<file path="src/rtl/uart_tx_queue_pkg.sv">
// Shared definitions for the UART transmit queue: FSM state encoding and ASCII constants
// used by the optional CR/LF expansion (UART_TXQ_CRLF_EN).
package uart_pkg;

   typedef enum logic [1:0] {
      S_IDLE   = 2'd0,
      S_START  = 2'd1,
      S_ACTIVE = 2'd2
   } txq_state_e;

   localparam logic [7:0] ASCII_CR = 8'h0D;
   localparam logic [7:0] ASCII_LF = 8'h0A;

endpackage

</file>
<file path="src/rtl/uart_tx_queue_if.sv">
// Producer stream and transmitter launch signals of the UART transmit queue.
// slave = queue side, master = producer/transmitter side.
interface uart_tx_queue_if #(
   parameter int DEPTH_LOG2 = 4
);
   logic [7:0]          in_data;
   logic                in_valid;
   logic                in_ready;
   logic                tx_start;
   logic [7:0]          tx_data;
   logic                tx_busy;
   logic [DEPTH_LOG2:0] level;
   logic                idle;

   modport slave (
      input  in_data, in_valid, tx_busy,
      output in_ready, tx_start, tx_data, level, idle
   );

   modport master (
      output in_data, in_valid, tx_busy,
      input  in_ready, tx_start, tx_data, level, idle
   );
endinterface

</file>
<file path="src/rtl/uart_tx_queue_fifo.sv">
// Synchronous byte FIFO (uart_sync_fifo): storage array, wrapping pointers and occupancy level.
// Push is ignored when full and pop when empty, so level never over/underflows.
module uart_sync_fifo #(
   parameter int DEPTH_LOG2 = 4
) (
   input  logic                  clk,
   input  logic                  rst_n,
   input  logic                  push_i,
   input  logic                  pop_i,
   input  logic [7:0]            wdata_i,
   output logic [7:0]            rdata_o,
   output logic [DEPTH_LOG2:0]   level_o,
   output logic                  full_o,
   output logic                  empty_o
);
   localparam logic [DEPTH_LOG2:0]   LVL_ZERO = {(DEPTH_LOG2 + 1){1'b0}};
   localparam logic [DEPTH_LOG2:0]   LVL_ONE  = {{DEPTH_LOG2{1'b0}}, 1'b1};
   localparam logic [DEPTH_LOG2:0]   LVL_FULL = {1'b1, {DEPTH_LOG2{1'b0}}};
   localparam logic [DEPTH_LOG2-1:0] PTR_ONE  = LVL_ONE[DEPTH_LOG2-1:0];

   logic [7:0]            mem_q [0:(1 << DEPTH_LOG2) - 1];
   logic [DEPTH_LOG2-1:0] wr_ptr_q, wr_ptr_d;
   logic [DEPTH_LOG2-1:0] rd_ptr_q, rd_ptr_d;
   logic [DEPTH_LOG2:0]   level_q, level_d;
   logic                  do_push_s;
   logic                  do_pop_s;

   assign full_o    = (level_q == LVL_FULL);
   assign empty_o   = (level_q == LVL_ZERO);
   assign level_o   = level_q;
   assign rdata_o   = mem_q[rd_ptr_q];
   assign do_push_s = push_i & ~full_o;
   assign do_pop_s  = pop_i & ~empty_o;

   // Pointer and level next-state
   always_comb begin
      wr_ptr_d = wr_ptr_q;
      rd_ptr_d = rd_ptr_q;
      level_d  = level_q;
      if (do_push_s) begin
         wr_ptr_d = wr_ptr_q + PTR_ONE;
      end else begin
         wr_ptr_d = wr_ptr_q;
      end
      if (do_pop_s) begin
         rd_ptr_d = rd_ptr_q + PTR_ONE;
      end else begin
         rd_ptr_d = rd_ptr_q;
      end
      case ({do_push_s, do_pop_s})
         2'b10:   level_d = level_q + LVL_ONE;
         2'b01:   level_d = level_q - LVL_ONE;
         default: level_d = level_q;
      endcase
   end

   // Pointer and level registers
   always_ff @(posedge clk or negedge rst_n) begin
      if (!rst_n) begin
         wr_ptr_q <= {DEPTH_LOG2{1'b0}};
         rd_ptr_q <= {DEPTH_LOG2{1'b0}};
         level_q  <= LVL_ZERO;
      end else begin
         wr_ptr_q <= wr_ptr_d;
         rd_ptr_q <= rd_ptr_d;
         level_q  <= level_d;
      end
   end

   // Storage array; contents are don't-care while level says empty
   always_ff @(posedge clk) begin
      if (do_push_s) begin
         mem_q[wr_ptr_q] <= wdata_i;
      end
   end

endmodule

</file>
<file path="src/rtl/uart_tx_queue.sv">
// Byte queue in front of the UART transmitter; launches one byte per frame with a registered
// tx_start strobe. Optional macro UART_TXQ_CRLF_EN expands a queued LF into CR,LF on the wire.
module uart_tx_queue
   import uart_pkg::*;
#(
   parameter int DEPTH_LOG2 = 4
) (
   input  logic           clk,
   input  logic           rst_n,
   uart_tx_queue_if.slave bus
);
   txq_state_e          state_q, state_d;
   logic                tx_start_q, tx_start_d;
   logic [7:0]          tx_data_q, tx_data_d;
   logic                rdy_q;
   logic                push_s;
   logic                pop_s;
   logic [7:0]          head_s;
   logic [DEPTH_LOG2:0] level_s;
   logic                full_s;
   logic                empty_s;
`ifdef UART_TXQ_CRLF_EN
   logic                cr_done_q, cr_done_d;
`endif

   // No full bypass: a pop in the same cycle does not reopen in_ready
   assign bus.in_ready = rdy_q & ~full_s;
   assign push_s       = bus.in_valid & rdy_q & ~full_s;
   assign bus.tx_start = tx_start_q;
   assign bus.tx_data  = tx_data_q;
   assign bus.level    = level_s;
   assign bus.idle     = empty_s & (state_q == S_IDLE) & ~bus.tx_busy;

   uart_sync_fifo #(
      .DEPTH_LOG2 (DEPTH_LOG2)
   ) u_fifo (
      .clk     (clk),
      .rst_n   (rst_n),
      .push_i  (push_s),
      .pop_i   (pop_s),
      .wdata_i (bus.in_data),
      .rdata_o (head_s),
      .level_o (level_s),
      .full_o  (full_s),
      .empty_o (empty_s)
   );

   // Launch FSM next-state; the S_IDLE busy guard also covers a reset taken mid-frame
   always_comb begin
      state_d    = state_q;
      tx_start_d = 1'b0;
      tx_data_d  = tx_data_q;
      pop_s      = 1'b0;
`ifdef UART_TXQ_CRLF_EN
      cr_done_d  = cr_done_q;
`endif
      case (state_q)
         S_IDLE: begin
            if (!empty_s && !bus.tx_busy) begin
               tx_start_d = 1'b1;
               state_d    = S_START;
`ifdef UART_TXQ_CRLF_EN
               if ((head_s == ASCII_LF) && !cr_done_q) begin
                  tx_data_d = ASCII_CR;
                  cr_done_d = 1'b1;
               end else begin
                  tx_data_d = head_s;
                  pop_s     = 1'b1;
                  cr_done_d = 1'b0;
               end
`else
               tx_data_d  = head_s;
               pop_s      = 1'b1;
`endif
            end else begin
               state_d = S_IDLE;
            end
         end
         S_START: begin
            state_d = S_ACTIVE;
         end
         S_ACTIVE: begin
            if (!bus.tx_busy) begin
               state_d = S_IDLE;
            end else begin
               state_d = S_ACTIVE;
            end
         end
         default: begin
            state_d = S_IDLE;
         end
      endcase
   end

   // FSM state and registered transmitter outputs
   always_ff @(posedge clk or negedge rst_n) begin
      if (!rst_n) begin
         state_q    <= S_IDLE;
         tx_start_q <= 1'b0;
         tx_data_q  <= 8'h00;
         rdy_q      <= 1'b0;
      end else begin
         state_q    <= state_d;
         tx_start_q <= tx_start_d;
         tx_data_q  <= tx_data_d;
         rdy_q      <= 1'b1;
      end
   end

`ifdef UART_TXQ_CRLF_EN
   // CR already sent for the LF at the head of the queue
   always_ff @(posedge clk or negedge rst_n) begin
      if (!rst_n) begin
         cr_done_q <= 1'b0;
      end else begin
         cr_done_q <= cr_done_d;
      end
   end
`endif

endmodule

</file>
<file path="src/flat_wrapper.sv">
// flat-port wrapper written by rule: the top's interface ports become plain ports
module uart_tx_queue_flat import uart_pkg::*;
#(
   parameter int DEPTH_LOG2 = 4
)
  (clk, rst_n, bus_in_data, bus_in_valid, bus_tx_busy, bus_in_ready, bus_tx_start, bus_tx_data, bus_level, bus_idle);
  uart_tx_queue_if #(.DEPTH_LOG2(DEPTH_LOG2)) bus_i ();
  input  logic clk;
  input  logic rst_n;
  input wire logic [$bits(bus_i.in_data)-1:0] bus_in_data;
  input wire logic [$bits(bus_i.in_valid)-1:0] bus_in_valid;
  input wire logic [$bits(bus_i.tx_busy)-1:0] bus_tx_busy;
  output wire logic [$bits(bus_i.in_ready)-1:0] bus_in_ready;
  output wire logic [$bits(bus_i.tx_start)-1:0] bus_tx_start;
  output wire logic [$bits(bus_i.tx_data)-1:0] bus_tx_data;
  output wire logic [$bits(bus_i.level)-1:0] bus_level;
  output wire logic [$bits(bus_i.idle)-1:0] bus_idle;
  assign bus_i.in_data = bus_in_data;
  assign bus_i.in_valid = bus_in_valid;
  assign bus_i.tx_busy = bus_tx_busy;
  assign bus_in_ready = bus_i.in_ready;
  assign bus_tx_start = bus_i.tx_start;
  assign bus_tx_data = bus_i.tx_data;
  assign bus_level = bus_i.level;
  assign bus_idle = bus_i.idle;
  uart_tx_queue #(.DEPTH_LOG2(DEPTH_LOG2)) u_core (.clk(clk), .rst_n(rst_n), .bus(bus_i));
endmodule
</file>
<file path="config.mk">
export PLATFORM = sky130hd
export DESIGN_NAME = uart_tx_queue_flat
export DESIGN_NICKNAME = d
export VERILOG_FILES = /design/src/rtl/uart_tx_queue_pkg.sv /design/src/rtl/uart_tx_queue_if.sv /design/src/rtl/uart_tx_queue_fifo.sv /design/src/rtl/uart_tx_queue.sv /design/src/flat_wrapper.sv
export SDC_FILE = /design/constraint.sdc
export NUM_CORES = 1
export LEC_CHECK = 0
export ABC_CLOCK_PERIOD_IN_PS = 2500
export CAP_MARGIN = 20
export CELL_PAD_IN_SITES_DETAIL_PLACEMENT = 1
export CELL_PAD_IN_SITES_GLOBAL_PLACEMENT = 1
export CORE_MARGIN = 2
export CORE_UTILIZATION = 25
export DETAILED_ROUTE_END_ITERATION = 7
export PLACE_DENSITY_LB_ADDON = 0.1
export RECOVER_POWER = 50
export SYNTH_ARGS = -nofsm -noshare
export SYNTH_HDL_FRONTEND = slang
export SYNTH_SLANG_ARGS = --single-unit
</file>
<file path="constraint.sdc">
create_clock -name clk -period 2.5 [get_ports clk]
set_input_delay 0.375 -clock clk [delete_from_list [all_inputs] [get_ports clk]]
set_output_delay 0.375 -clock clk [all_outputs]
set_load 0.05 [all_outputs]
</file>
==> results.md, run 1 <==
- Status: complete, but fails checks
- Failing checks: max-capacitance violations, max-slew violations
- Final ANT Viol Nets: 0
- Clk slew on worst S/H paths: roughly 0.060 ns
- Asr flop ratio synth: between 10% and 20%
- DR pass1 iterations: 4
- NetSw: 2.992 mW
- Required time of the critical path: between 2 and 3 ns
- Design area: about 8000 µm²
- Largest net degree at the start of global routing: 26
- Rows: 58
- Cells after Synth: 330
- Post-synth top area share: about three fifths
- Core area: 24890 µm²
- CTS sink cnt: 153
- Logic gate share of total power: 34.5%
- Worst skew pair latency: 0.42 ns
- Origin of the critical flop-to-flop path: u_core.u_fifo.level_o[2]
- Maximum clock path buffer count: 2
- Final period util: 97.66%
- Io pins: 28
- Leading area contributor after synthesis: edfxtp_1
- Num CTS Buffers: 17
- H-tree Lvls: 4
- Drt via density: 4.312
- WL final: about 15000 µm
- Die Height: around 160 µm
- Leak Pwr: 2.749 nW
- Reg area: 4473 µm²
- CP Launch Point: u_core.u_fifo.level_o[2]
- Clock power frac: between 20% and 30%
- Sequential fraction of the synthesis area: 71.16%
- Worst-Margin Slew: 1.631 ns
- Hold Buf Count CTS: 0
- Yosys warning total: 0
- Synth top area cells: edfxtp_1, dfrtp_1, mux4_2
- Int Pwr: 5.946 mW
- Initial DRC Count: 220
- RSZ-0062 raised after global routing: yes
- Avg Inst Size Synth: between 15 and 20 µm²
- Gpl congestion: between 0.7 and 0.8
- Peak VDD IR: 374.4 µV
- Critical path fanouts, max: 4
- Fmax: 409.6 MHz
- Synthesized area: around 6300 µm²
- CP Capture Point: u_core.u_fifo.level_o[4]
- Fillcell total: roughly 2500
- Total global routing overflow: 0
- Final Net Count: 421
- Most frequent cells after synthesis: edfxtp_1, dfrtp_1, mux4_2
- Worst reg2reg path depth: 10
- Critical Path AT: 2.78 ns
- Worst setup EP type: register
- CTS Root Cell: clkbuf_16
- Startpoint Class: register
- CTS tree: done
- Initial core utilization: 25.23%
- First-pass GRT wire length: 23850 µm
- Clock period minus worst slack: between 2 and 2.5 ns
- Number of instances in the placed design: just over 700
- Routed wire length per instance: 20.84 µm
- Post-DP HPWL: 10400 µm
- Port Buf Inserts: 27
- PwrDens: 1132 nW/µm²
- Final Skew: 0.01060 ns
- Die W: 162.5 µm
- Synth Register Bits: 153
- Worst hold path class: reg -> reg
- GRT Total Usage: 12.62%
- DR vias: about 3200
- Layout cells sized above 1: 26.15%
- Post-synth EDFFs: ~130
- Slew Viols, Final: 26
- Area Overhead vs Synth: 25.74%
- Post-synthesis cell type count: 40
- Post-synth net total: 351
- FF-to-FF setup slack: 0.06 ns
- DP Area: between 7000 and 8000 µm²
- Max-cap viol count: 1
- Initial antenna violation count: 0
- Sw Share: 33.47%
- DIE AREA: 26410 µm²
- Reg2reg end: u_core.u_fifo.level_o[4]
- Register share of total power: approximately 37%
- # setup viols final: 0
- Path type of the worst setup path: reg -> reg
- Inserted Diodes: 0
- Final hold vios: 0
- DRC: 0
- Non-filler cells, final: ~740
- Max_slew headroom: -8.734%
- Area of the multi-input gates: 1669 µm²
- Vias in the first global route: 3615
- Main synth FF type: edfxtp_1
- Count leader, synth: edfxtp_1
## area by class of cell
type / instances / share of cell area (%)
sequential: 153 / 56.64
multi-input combinational: 150 / 21.13
timing repair buffer: 70 / 9.284
clock buffer: 18 / 5.434
tap: 330 / 5.228
clock inverter: 14 / 1.869
inverter: 8 / 0.4119
## worst max-delay path, stage by stage (launching register included)
cell and delay, ns:
dfrtp_2 0.40, or4_4 0.56, o211a_4 0.27, inv_4 0.06, ha_4 0.14, xor2_1 0.18
ha_2 0.22, o211a_1 0.16, o31ai_2 0.06, a31oi_1 0.18, xnor2_1 0.14
## what timing repair did
| action | in CTS | in global routing |
|---|---|---|
| pin swaps | 0 | 7 |
| gates cloned | 0 | 0 |
| setup endpoints to repair | 1 | 3 |
| resized for setup | 1 | 2 |
| buffers inserted | 0 | 1 |
## kinds of logic after synthesis
group                    Yosys count  share of synthesized area (%)
AO/OA/AOI/OAI                     39                          4.562
adder cells (fa/ha/maj)            9                          1.793
AND/OR/NAND/NOR                   48                          4.562
XOR/XNOR                          11                          1.534
flip-flops                       153                          71.16
buffers and inverters             27                          2.709
multiplexers                      42                          13.63
other                              1                        0.05970
## state kept, by name, indices dropped and copies added (netlist names)
register,flops
u_core.u_fifo.mem_q,128
u_core.rdy_q,1
u_core.u_fifo.wr_ptr_q,4
u_core.bus.tx_data,8
u_core.bus.tx_start,1
u_core.state_q,2
u_core.u_fifo.level_o,5
u_core.u_fifo.rd_ptr_q,4
## placed cells by master (no fill, tap or decap), types with 9 or more instances in the layout
cell | synthesis | routed
buf_4 | 4 | 30
buf_12 | 1 | 12
clkbuf_16 | 0 | 17
dlygate4sd3_1 | 0 | 10
nor2b_1 | 9 | 9
dfrtp_1 | 25 | 22
mux2i_1 | 9 | 9
clkdlybuf4s50_1 | 0 | 15
edfxtp_1 | 128 | 128
mux4_2 | 23 | 23
a21oi_1 | 11 | 11
and2_1 | 17 | 17
mux4_1 | 9 | 9
## power groups by stage
stage,combinational (mW),clock (mW),sequential (mW)
final,3.08,2.52,3.34
after global routing,3.35,2.70,3.38
after CTS,3.17,2.60,3.35
after detailed placement,3.15,0,3.40
after global placement,3.14,0,3.39
after floorplan,1.80,0,3.65
## per-layer routing
layer	GRT usage [%]	up-vias	routed length, µm
met1	16.24	1712	6949
met4	3.258	0	118
met3	2.648	6	286
li1	-	1451	-
met2	21.72	35	8127
met5	0	-	0
## how the worst min path moves through the flow
| stage | start | to | slack, ns | depth (start not counted) |
|---|---|---|---|---|
| final | u_core.state_q[1] | u_core.state_q[1] | 0.48 | 1 |
| after global routing | u_core.state_q[0] | u_core.state_q[1] | 0.52 | 1 |
| after CTS | rst_n | u_core.u_fifo.level_o[0] | 0.37 | 2 |
| after detailed placement | u_core.state_q[0] | u_core.state_q[1] | 0.48 | 1 |
| after global placement | u_core.state_q[0] | u_core.state_q[1] | 0.48 | 1 |
| after floorplan | rst_n | u_core.bus.tx_data[0] | 0.08 | 0 |
## per-stage QoR
stage          utilization, %  setup slack, ns    TNS, ns  power, mW  hold slack [ns]
2_1_floorplan               -          -0.3036    -0.6927      5.446          0.07941
4_1_cts                 31.70          0.01123          0      9.119           0.3659
5_1_grt                 31.73         -0.04421   -0.06182      9.430           0.5218
3_5_place_dp            29.39        -0.007659  -0.007659      6.558           0.4764
6_report                31.73          0.05844          0      8.938           0.4813
3_3_place_gp            29.39         0.005137          0      6.529           0.4778
No activity file was read; power rests on OpenSTA's default activity.
==> run 2, diff against run 1 <==
Settings changed: ABC_CLOCK_PERIOD_IN_PS 2500 to not set.
==> results of run 2 <==
The final DEF is identical to that of run 1; final timing and power are the same.
==> run 3, diff against run 2 <==
Settings changed: ABC_AREA set to 1.
==> run 3 against run 2 <==
  * Area after synthesis grew 9.8%
  * The flow still finishes with violations (max-capacitance violations, max-slew violations)
  * Combinational power grew 14%
  * Total power grew 5.6%
  * First-iteration DRC count shrank 11%
  * Cell area grew 5.6%
  * Critical endpoint unchanged
  * Sequential share of layout area shrank 3.0 points
  * Sequential cell count is the same
  * Register-to-register slack gained 0.12 ns
  * Worst setup slack gained 0.12 ns
==> results.md, run 3 <==
- Final period util: 92.80%
- Largest net degree at the start of global routing: 68
- Final Skew: 0.01208 ns
- Top reg by flops: u_core.u_fifo.mem_q
- Count leader, synth: nand2_1
- Area Overhead vs Synth: 20.93%
- Clock period minus worst slack: 2.320 ns
- Core area: around 27000 µm²
- Initial core utilization: roughly a quarter
- Worst setup EP type: register
- Required time of the critical path: roughly 2.9 ns
- Final Net Count: 780
- # setup viols final: 0
- Non-filler cells, final: 1113
- Fmax: 431.0 MHz
- Initial antenna violation count: 0
- Post-synth EDFFs: ~130
- Synthesized area: between 6000 and 7000 µm²
- Inserted Diodes: 0
- Startpoint Class: register
- Failing checks: max-capacitance violations, max-slew violations
- Total global routing overflow: 0
- WL final: 19420 µm
- Slew Viols, Final: 26
- CTS sink cnt: 153
- Worst hold path class: reg -> reg
- DR vias: 4785
- Path type of the worst setup path: reg -> reg
- Vias in the first global route: 5159
- Max reg flops: roughly 130
- Synth top area cells: edfxtp_1, nand2_1, dfrtp_1
- Synth Register Bits: 153
- Initial DRC Count: a little under 200
- Status: complete, but fails checks
- Sequential fraction of the synthesis area: between 60 and 70%
- Yosys warning total: 0
- Peak VDD IR: 413.3 µV
- DIE AREA: 28920 µm²
- Final hold vios: 0
- Overall power: 9.436 mW
- DR pass1 iterations: 4
- CTS tree: done
- Maximum clock path buffer count: 2
- Port Buf Inserts: 27
- Max-cap viol count: 1
- Critical Path AT: 2.69 ns
- Die W: 170.1 µm
- Layout cells sized above 1: roughly a tenth
- Most common cell after layout, fill and taps aside: nand2_1
- Leading area contributor after synthesis: edfxtp_1
- Die Height: 170.1 µm
- Worst hold margin: 0.4825 ns
- Setup tns final: 0 ns
- Critical path fanouts, max: 5
- Number of instances in the placed design: around 1100
- Rows: 60
- Io pins: 28
- Asr flop ratio synth: 16.34%
- Leak Pwr: 3.621 nW
- Routed wire length per instance: 17.45 µm
- Post-synthesis cell type count: 28
- RSZ-0062 raised after global routing: no
- DP Area: 7722 µm²
- Avg Inst Size Synth: 9.779 µm²
- First-pass GRT wire length: 30740 µm
- PwrDens: roughly 1100 nW/µm²
- Post-DP HPWL: approximately 12000 µm
- Fillcell total: between 3000 and 4000
- Num CTS Buffers: 17
- Max_slew headroom: -1.796%
- GRT Total Usage: 14.48%
- Gpl congestion: around 0.76
- Most frequent cells in the layout: nand2_1, edfxtp_1, inv_1
- Cells after Synth: 705
- CTS Root Cell: clkbuf_16
- Drt via density: 4.299
- Worst skew pair latency: 0.42 ns
- Worst-Margin Slew: 1.527 ns
- H-tree Lvls: 4
- Final ANT Viol Nets: 0
- Main synth FF type: edfxtp_1
- Design area: 8337 µm²
- DRC: 0
- Post-synth top area share: 55.75%
- Most frequent cells after synthesis: nand2_1, edfxtp_1, inv_1
- Clk slew on worst S/H paths: roughly 0.07 ns
- Post-synth net total: 726
-- run 3: cell count changes in the layout (fill, tap and decap cells not counted), sizes merged, moves of 17 or more --
cell,delta
nand2,+239
inv,+108
nand3,+104
mux4,-32
nor2,+18
and2,-17
-- run 3: repair_timing --
item,in CTS,in global routing
gates cloned,0,0
setup endpoints to repair,1,1
pin swaps,0,2
hold buffers,0,0
buffers inserted,0,3
resized for setup,1,4
-- run 3: path summary, 6_finish.rpt --
check                                          from                  endpoint  slack, ns  cells after the start
setup / recovery           u_core.u_fifo.level_o[1]  u_core.u_fifo.level_o[4]       0.18                     13
hold / removal                u_core.bus.tx_data[0]     u_core.bus.tx_data[0]       0.48                      2
setup reg to reg           u_core.u_fifo.level_o[1]  u_core.u_fifo.level_o[4]       0.18                     13
hold reg to reg               u_core.bus.tx_data[0]     u_core.bus.tx_data[0]       0.48                      2
max in group asynchronous                     rst_n  u_core.u_fifo.level_o[2]       0.64                      2
min in group asynchronous                     rst_n     u_core.bus.tx_data[1]       0.86                      2
-- run 3: metal layers --
layer | up-vias | global-route usage [%] | wire [µm]
met5 | - | 0 | 0
met1 | 2380 | 18.82 | 8989
met2 | 44 | 24.78 | 9781
met3 | 13 | 2.674 | 430
li1 | 2348 | - | -
met4 | 0 | 3.865 | 218
-- run 3: power breakdown --
part | leakage [nW] | switching (mW) | internal [mW]
Sequential | 1.46 | 0.244 | 3.05
Clock | 0.305 | 1.04 | 1.60
Combinational | 1.86 | 2.43 | 1.07
-- run 3: stage by stage --
step / setup WS (ns) / utilization (%)
finish: 0.1799 / 30.85
global route: 0.008219 / 30.85
CTS: 0.03902 / 30.84
detailed placement: 0.06806 / 28.57
global placement: 0.1046 / 28.57
floorplan: 0.02597 / -
-- run 3: layout make-up --
cell class	instances	area [µm²]	share of cell area, %
Sequential cell	153	4476	53.68
Multi-Input combinational cell	403	1832	21.97
Timing Repair Buffer	65	543.0	6.514
Clock buffer	23	531.8	6.379
Inverter	119	446.7	5.358
Tap cell	341	426.7	5.118
Clock inverter	9	81.33	0.9755
-- run 3: kinds of logic (layout without fill, tap and decap cells) --
| logic type | Yosys count | after routing | share of synthesized area [%] |
|---|---|---|---|
| AOI/OAI and AO/OA | 7 | 7 | 0.5806 |
| xor gates and xnor gates | 8 | 8 | 1.016 |
| adders and majority gates | 9 | 9 | 1.633 |
| buffers and inverters | 149 | 216 | 8.784 |
| DFF | 153 | 153 | 64.83 |
| other | 1 | 1 | 0.05439 |
| and+or+nand+nor | 378 | 378 | 23.10 |
-- run 3: worst max-delay path: stages (launching register included) --
cell and delay (ns):
dfrtp_2 0.46, nor4_4 0.35, nand2_2 0.11, nand2_2 0.09, inv_2 0.05, ha_2 0.21, ha_1 0.33, inv_1 0.07
o21bai_1 0.16, clkinv_1 0.09, nand2_1 0.08, xor2_1 0.14, nand2_1 0.07, nand2_1 0.05
